### config.mk
export PLATFORM = sky130hd
export DESIGN_NAME = dphy_tx_lane
export DESIGN_NICKNAME = d
export VERILOG_FILES = /design/src/rtl/dphy_pkg.sv /design/src/rtl/dphy_tx_shifter.sv /design/src/rtl/dphy_tx_lane.sv
export SDC_FILE = /design/constraint.sdc
export NUM_CORES = 1
export LEC_CHECK = 0
export CAP_MARGIN = 20
export CORE_ASPECT_RATIO = 0.7
export CORE_MARGIN = 2
export CORE_UTILIZATION = 35
export DETAILED_ROUTE_END_ITERATION = 6
export GPL_ROUTABILITY_DRIVEN = 0
export PLACE_DENSITY_LB_ADDON = 0.3
export SLEW_MARGIN = 5
export SYNTH_ARGS = -nofsm -noshare
export SYNTH_HDL_FRONTEND = slang
export SYNTH_SLANG_ARGS = --single-unit
### constraint.sdc
create_clock -name dphy_clk -period 3.7 [get_ports dphy_clk]
set_input_delay 0.555 -clock dphy_clk [delete_from_list [all_inputs] [get_ports dphy_clk]]
set_output_delay 0.555 -clock dphy_clk [all_outputs]
set_load 0.01 [all_outputs]
### src/rtl/dphy_pkg.sv
// dphy_pkg -- shared definitions for the D-PHY HS data-lane transmitter.
//   state_t     : lane sequencer states (IDLE .. EXIT)
//   SYNC_BYTE   : HS leader sequence byte, shifted out LSB first
//   LP_*        : low-power line levels {Dp,Dn}
//   CNT_W       : width of the per-state cycle counter (timing parameters < 256)
//   trail_dout(): HS-trail pattern derived from the final transmitted HS bit
package dphy_pkg;

   typedef enum logic [2:0] {
      ST_IDLE,
      ST_LP01,
      ST_LP00,
      ST_HS_ZERO,
      ST_SYNC,
      ST_DATA,
      ST_TRAIL,
      ST_EXIT
   } state_t;

   localparam logic [7:0] SYNC_BYTE = 8'hB8;

   localparam logic [1:0] LP_11 = 2'b11;
   localparam logic [1:0] LP_01 = 2'b01;
   localparam logic [1:0] LP_00 = 2'b00;

   localparam int unsigned CNT_W = 8;

   // HS-trail holds the differential line at the opposite of the last bit sent.
   function automatic logic [1:0] trail_dout(input logic final_bit);
      return {2{~final_bit}};
   endfunction

endpackage

### src/rtl/dphy_tx_shifter.sv
// dphy_tx_shifter -- 8-bit load / shift-by-2 register with 4-slot phase counter.
//   clk, reset : rising-edge clock, synchronous active-high reset
//   load       : load load_data and restart the slot at phase 0 (wins over shift)
//   load_data  : byte to load
//   shift_en   : advance one 2-bit slot phase
//   dout       : current 2-bit HS symbol, dout[0] sent first
//   phase      : slot phase 0..3 of the byte in the register
//   final_bit  : second bit of the most recently shifted-out symbol
import dphy_pkg::*;

module dphy_tx_shifter (
   input  logic       clk,
   input  logic       reset,
   input  logic       load,
   input  logic [7:0] load_data,
   input  logic       shift_en,
   output logic [1:0] dout,
   output logic [1:0] phase,
   output logic       final_bit
);

   logic [7:0] sr;

   always_ff @(posedge clk) begin
      if (reset) begin
         sr        <= '0;
         phase     <= '0;
         final_bit <= 1'b0;
      end else begin
         // Captured on every shifted symbol so HS-trail knows the last bit on the wire.
         if (shift_en)
            final_bit <= sr[1];
         if (load) begin
            sr    <= load_data;
            phase <= '0;
         end else if (shift_en) begin
            sr    <= {2'b00, sr[7:2]};
            phase <= phase + 2'd1;
         end
      end
   end

   assign dout = sr[1:0];

endmodule

### src/rtl/dphy_tx_lane.sv
// dphy_tx_lane -- MIPI D-PHY HS data-lane transmit sequencer.
//   Sequence: IDLE -> LP01 -> LP00 -> HS_ZERO -> SYNC -> DATA -> TRAIL -> EXIT -> IDLE
// Parameters: LPX_CYCLES, PREPARE_CYCLES, ZERO_CYCLES, TRAIL_CYCLES, EXIT_CYCLES
//   (durations in dphy_clk cycles, each 1..255).
// Ports:
//   dphy_clk  : single clock, all logic on rising edge
//   reset     : synchronous active-high reset
//   tx_valid / tx_data / tx_last / tx_ready : byte handshake (see dphy_tx_lane_if)
//   dout      : HS bits to DDR primitive, dout[0] first
//   hs_oe     : HS driver enable
//   lp_out    : LP levels {Dp,Dn}
//   busy      : state is not IDLE
//   underrun  : one-cycle pulse when no byte is offered at a ready slot
// Build option: define DPHY_TX_REG_OUTPUT_EN to add one register stage on
//   dout, hs_oe and lp_out (tx_ready, busy, underrun stay combinational).
import dphy_pkg::*;

module dphy_tx_lane #(
   parameter int unsigned LPX_CYCLES     = 4,
   parameter int unsigned PREPARE_CYCLES = 4,
   parameter int unsigned ZERO_CYCLES    = 12,
   parameter int unsigned TRAIL_CYCLES   = 8,
   parameter int unsigned EXIT_CYCLES    = 8
) (
   input  logic       dphy_clk,
   input  logic       reset,
   input  logic       tx_valid,
   input  logic [7:0] tx_data,
   input  logic       tx_last,
   output logic       tx_ready,
   output logic [1:0] dout,
   output logic       hs_oe,
   output logic [1:0] lp_out,
   output logic       busy,
   output logic       underrun
);

   localparam logic [CNT_W-1:0] LPX_END     = CNT_W'(LPX_CYCLES - 1);
   localparam logic [CNT_W-1:0] PREPARE_END = CNT_W'(PREPARE_CYCLES - 1);
   localparam logic [CNT_W-1:0] ZERO_END    = CNT_W'(ZERO_CYCLES - 1);
   localparam logic [CNT_W-1:0] TRAIL_END   = CNT_W'(TRAIL_CYCLES - 1);
   localparam logic [CNT_W-1:0] EXIT_END    = CNT_W'(EXIT_CYCLES - 1);

   state_t           state, state_nx;
   logic [CNT_W-1:0] cnt;
   logic             last_q;      // byte currently in the shifter ends the burst

   logic             sh_load;
   logic [7:0]       sh_load_data;
   logic             sh_shift;
   logic [1:0]       sh_dout;
   logic [1:0]       sh_phase;
   logic             sh_final_bit;

   logic             accept;
   logic             clr_last;
   logic [1:0]       dout_c;
   logic             hs_oe_c;
   logic [1:0]       lp_out_c;

   dphy_tx_shifter u_shifter (
      .clk       (dphy_clk),
      .reset     (reset),
      .load      (sh_load),
      .load_data (sh_load_data),
      .shift_en  (sh_shift),
      .dout      (sh_dout),
      .phase     (sh_phase),
      .final_bit (sh_final_bit)
   );

   always_ff @(posedge dphy_clk) begin
      if (reset) begin
         state  <= ST_IDLE;
         cnt    <= '0;
         last_q <= 1'b0;
      end else begin
         state <= state_nx;
         // Counter restarts on every state change so each timed state sees 0..N-1.
         if (state_nx != state || state == ST_IDLE)
            cnt <= '0;
         else
            cnt <= cnt + CNT_W'(1);
         if (accept)
            last_q <= tx_last;
         else if (clr_last)
            last_q <= 1'b0;
      end
   end

   always_comb begin
      state_nx     = state;
      tx_ready     = 1'b0;
      underrun     = 1'b0;
      accept       = 1'b0;
      clr_last     = 1'b0;
      sh_load      = 1'b0;
      sh_load_data = SYNC_BYTE;
      sh_shift     = 1'b0;
      dout_c       = 2'b00;
      hs_oe_c      = 1'b0;
      lp_out_c     = LP_00;

      unique case (state)
         ST_IDLE: begin
            lp_out_c = LP_11;
            if (tx_valid)
               state_nx = ST_LP01;
         end
         ST_LP01: begin
            lp_out_c = LP_01;
            if (cnt == LPX_END)
               state_nx = ST_LP00;
         end
         ST_LP00: begin
            // HS driver turns on only in the final prepare cycle.
            hs_oe_c = (cnt == PREPARE_END);
            if (cnt == PREPARE_END)
               state_nx = ST_HS_ZERO;
         end
         ST_HS_ZERO: begin
            hs_oe_c = 1'b1;
            if (cnt == ZERO_END) begin
               state_nx     = ST_SYNC;
               sh_load      = 1'b1;
               sh_load_data = SYNC_BYTE;
               clr_last     = 1'b1;
            end
         end
         ST_SYNC, ST_DATA: begin
            hs_oe_c  = 1'b1;
            sh_shift = 1'b1;
            dout_c   = sh_dout;
            // Slot boundary: take the next byte, or close the burst after
            // this slot (last byte sent, or nothing offered = underrun).
            if (sh_phase == 2'd3) begin
               if (!last_q) begin
                  tx_ready = 1'b1;
                  if (tx_valid) begin
                     accept       = 1'b1;
                     sh_load      = 1'b1;
                     sh_load_data = tx_data;
                     state_nx     = ST_DATA;
                  end else begin
                     underrun = 1'b1;
                     state_nx = ST_TRAIL;
                  end
               end else begin
                  state_nx = ST_TRAIL;
               end
            end
         end
         ST_TRAIL: begin
            hs_oe_c = 1'b1;
            dout_c  = trail_dout(sh_final_bit);
            if (cnt == TRAIL_END)
               state_nx = ST_EXIT;
         end
         ST_EXIT: begin
            lp_out_c = LP_11;
            if (cnt == EXIT_END)
               state_nx = ST_IDLE;
         end
         default: begin
            state_nx = ST_IDLE;
         end
      endcase
   end

   assign busy = (state != ST_IDLE);

`ifdef DPHY_TX_REG_OUTPUT_EN
   always_ff @(posedge dphy_clk) begin
      if (reset) begin
         dout   <= 2'b00;
         hs_oe  <= 1'b0;
         lp_out <= LP_11;
      end else begin
         dout   <= dout_c;
         hs_oe  <= hs_oe_c;
         lp_out <= lp_out_c;
      end
   end
`else
   assign dout   = dout_c;
   assign hs_oe  = hs_oe_c;
   assign lp_out = lp_out_c;
`endif

endmodule
# == Yosys cells after proc, flatten, opt, wreduce, memory -nomap -nowiden ==
# Index checks and enable logic that the tools add are counted.
# classes
addsub,2
eq_ne,12
n_mux,36
bitwise,1
reduce_logical,10
# op_table
cell,n
$mux 8,6
$mux 3,8
$pmux 3 s7,1
$mux 1,16
$eq 3x3->1 const B,4
$add 8x1->8 const B,1
$eq 8x2->1 const B,1
$eq 8x3->1 const B,1
$eq 8x4->1 const B,1
$pmux 2 s2,2
$reduce_or 2->1,4
$eq 3x2->1 const B,2
$pmux 1 s2,2
$reduce_bool 2->1,2
$reduce_or 4->1,1
$eq 3x1->1 const B,1
$logic_not 3->1,1
$ne 3x3->1,1
$reduce_bool 3->1,1
$add 2x1->2 const B,1
$eq 2x2->1 const B,1
$mux 2,1
$logic_or 1x1->1,1
$not 1->1,1
# word_totals
ff_bits,23
in_bits,12
word_cells,67

# == Depth between registers and ports, before layout ==
# depth
depth_word,7
ltp_mapped,6
depth_no_buf,5

# == Cells and area by module ==
# A second synthesis with hierarchy kept.
# hier_totals
hier_cells,166
hier_area_um2,1388.8
# modules_own_cells
mod,n_inst,cells_per_inst,area_per_inst_um2
dphy_tx_lane,1,117,897.1
dphy_tx_shifter,1,49,491.7

# == Worst setup path after synthesis ==
# Ideal clock, no wire load.
# synth_timing
path_type,register to output
start,register cnt[0]
end,output hs_oe
arrival_time_ns,1.271
required_ns,3.145
setup_slack_ns,1.874
path_stages_with_launch,6
path_cell_list,dfxtp_1 -> ha_1 -> nor2b_2 -> nand3b_1 -> nor2_1 -> o21ba_2
# synth_between
elab_chain_cells,2
# synth_lines
item,line_no,text
start: declaration,dphy_tx_lane.sv:45,logic [CNT_W-1:0] cnt;
start signal: assignment,dphy_tx_lane.sv:83,cnt <= cnt + CNT_W'(1);
$eq 8x2->1,dphy_tx_lane.sv:117,hs_oe_c = (cnt == PREPARE_END);
$pmux 1 s2,dphy_tx_lane.sv:104,unique case (state)
end: declaration,dphy_tx_lane.sv:32,"output logic hs_oe,"
# No other way between the ends.

# == Worst setup path after layout ==
# Ends and elaborated chain as after synthesis.

==> out/qor.yml <==
synth_seq_area_share_pct: 30.4
port_buffers: 19
drc: 0
drt_iter0_markers: 99
crit_start: "cnt[0]$_SDFF_PP0_"
wl_per_cell_um: 14.3
cts_tree: "built"
synth_top_cell_by_area: "dfxtp_1"
multiInputGateArea_um2: 925
fillers: 435
diodes: 0
dieArea_um2: 4880
required_ps: 3140
antenna_found_initial: 0
crit_path_end_kind: "output pin"
ys_ff_latch: 23
synthTopCellsByCount: "dfxtp_1 (23), nor2_1 (16), a21oi_1 (13), nand2_1 (12), nand3_1 (12)"
dp_hpwl_um: 2500
grt_pass1_vias: 1261
fin_cells: 247
synthArstFlopShare_pct: 0
powerDensity_nw_per_um2: 262
critPathLaunchType: "flop"
grtUsageTotal_pct: 16.4
final_antenna_net_count: 0
numCtsBuffers: 3
syn_area_um2: 1520
grt_max_degree: 21
cts_setup_buffers: 0
p_int_uw: 349
whs_ps: 467
whs_endpoint: "u_shifter.final_bit$_SDFFE_PP0P_"
via_count: 1399
critPathMaxFanout: 6
post-route-period-util_pct: 78.9
vias_per_cell: 5.66
root_buffer: "clkbuf_8"
grt-ovfl-total: 0
avgSynthCellArea_um2: 8.19
setup_tns_ps: 0
slew_viol_final: 0
ff_latch_area_um2: 460
synth_area_leaders: "dfxtp_1 (30%), buf_6 (4.5%), a21oi_1 (4.3%)"
holdBufCountCts: 0
clkPwrFrac_pct: 34.7
ios: 20
r2r_setup_slack_ps: 1610
wl_um: 3530
netSwitchingFraction_pct: 22.5
synth_edf_count: 0
synth.most_common_cell: "dfxtp_1"
hp-class: "reg -> reg"
dp_cells: 243
setup_violations: 0
path_clk_slew_ps: 80
area_growth_pct: 13.5
cts.sinks: 23
grt_pass1_wl_um: 6150
hold_viol: 0
cap_violations: 0
worstHoldStart: "u_shifter.final_bit$_SDFFE_PP0P_"
power.leakage_nw: 0.549
first_pass_iters: 4
switchingPower_uw: 101
worstSetupPathType: "reg -> out"
die_h_um: 59.1
seqPwrFrac_pct: 56.4
slew_headroom_pct: 41.3
r2r_cells: 5
rsz0062_at_grt: "false"
min_period_ps: 2920
initial_core_util_pct: 37.5
htreeDepth: 1
drive_gt1_share_pct: 8.72
r2r_end: "u_shifter.sr[3]$_SDFFE_PP0P_"
combinationalPowerShare_pct: 8.9
synth-main-ff-cell: "dfxtp_1"
synth.distinct_cells: 52
nets: 210
die_w_um: 82.6
hold_depth: 2
status: "finished, final reports clean"
syn_inst: 185
finClkSkew_ps: 2.17
rows: 19
fmax_mhz: 342
r2r_start: "cnt[0]$_SDFF_PP0_"
ctsResizeCount: 0
syn-num-nets: 199
clk_latency_ps: 260
clk_path_buf_depth: 2
worst_slew_pin_slew_ps: 879
peakVddDrop_uv: 164
synthDominantCellAreaShare_pct: 30.4
ys_warn_count: 0
core-area_um2: 4040
cp.arrival_ps: 2360
==> critical path, stage by stage (launching register included) <==
cell and delay (ps):
dfxtp_1 420, ha_1 290, nor2b_2 290, nand3b_1 250, nor2_1 190, o21ba_2 140, clkdlybuf4s50_1 520
==> stage by stage <==
stage               power [mW]  cell area [um^2]  util (%)  setup WS, ps
floorplan                0.281              1520         -          1870
global placement         0.299              1670      41.4          1170
detailed placement       0.300              1670      41.4          1120
CTS                      0.454              1720      42.5           814
global route             0.468              1720      42.5           651
finish                   0.450              1720      42.5           780
==> routing by layer <==
layer  track usage [%]  wire length [um]  vias to the layer above
met5                 0                 0                        -
met4              5.39                44                        0
met3              3.81               199                        4
met2              20.5              1340                       47
met1              26.5              1940                      639
li1                  -                 -                      709
==> worst max-delay path by stage <==
stage                     cells after the start    end
final                                         6  hs_oe
after detailed placement                      6  hs_oe
after global placement                        6  hs_oe
after CTS                                     6  hs_oe
after floorplan                               5  hs_oe
after global routing                          6  hs_oe
==> flip-flops by register name (all words and copies together), names as in the netlist <==
name and cells:
u_shifter.sr 8, cnt 8, u_shifter.final_bit 1, u_shifter.phase 2
last_q 1, state 3
==> cell families (layout without fill, tap and decap cells) <==
family,Yosys count,in the layout,synth area share [%]
simple gates,84,84,31.3
compound gates,50,50,24.9
flops,23,23,30.4
buf+inv,21,31,8.59
xor+xnor,3,3,1.73
fa+ha+maj,2,2,1.65
mux,2,2,1.49
==> final cells by class <==
| type | instances | area share [%] |
|---|---|---|
| clock buffer | 4 | 2.62 |
| tap | 52 | 3.78 |
| sequential | 23 | 26.8 |
| multi-input combinational | 141 | 53.8 |
| inverter | 7 | 1.53 |
| timing repair buffer | 20 | 11.5 |
==> power by group through the flow <==
stage	clock network, mW	registers, mW	logic [mW]
2_1_floorplan	0	0.257	0.0245
3_3_place_gp	0	0.259	0.0397
3_5_place_dp	0	0.259	0.0401
4_1_cts	0.160	0.253	0.0403
5_1_grt	0.170	0.254	0.0441
6_report	0.156	0.254	0.0401
==> cells in the final DEF (no fill, tap or decap), types with 3 or more instances in the layout <==
cell / n
o22ai_1: 5
o21ai_0: 3
clkbuf_8: 3
a21oi_1: 13
dfxtp_1: 23
inv_1: 7
o221ai_1: 3
o21a_1: 3
nor3_1: 9
nor2b_1: 3
nor2_1: 16
clkdlybuf4s50_1: 19
nand3_1: 12
nand2b_1: 6
nand2_1: 12
a221oi_1: 3
o32ai_1: 5
nand3b_1: 3
or3_1: 3
Note: power is estimated with default switching activity, not from simulation.
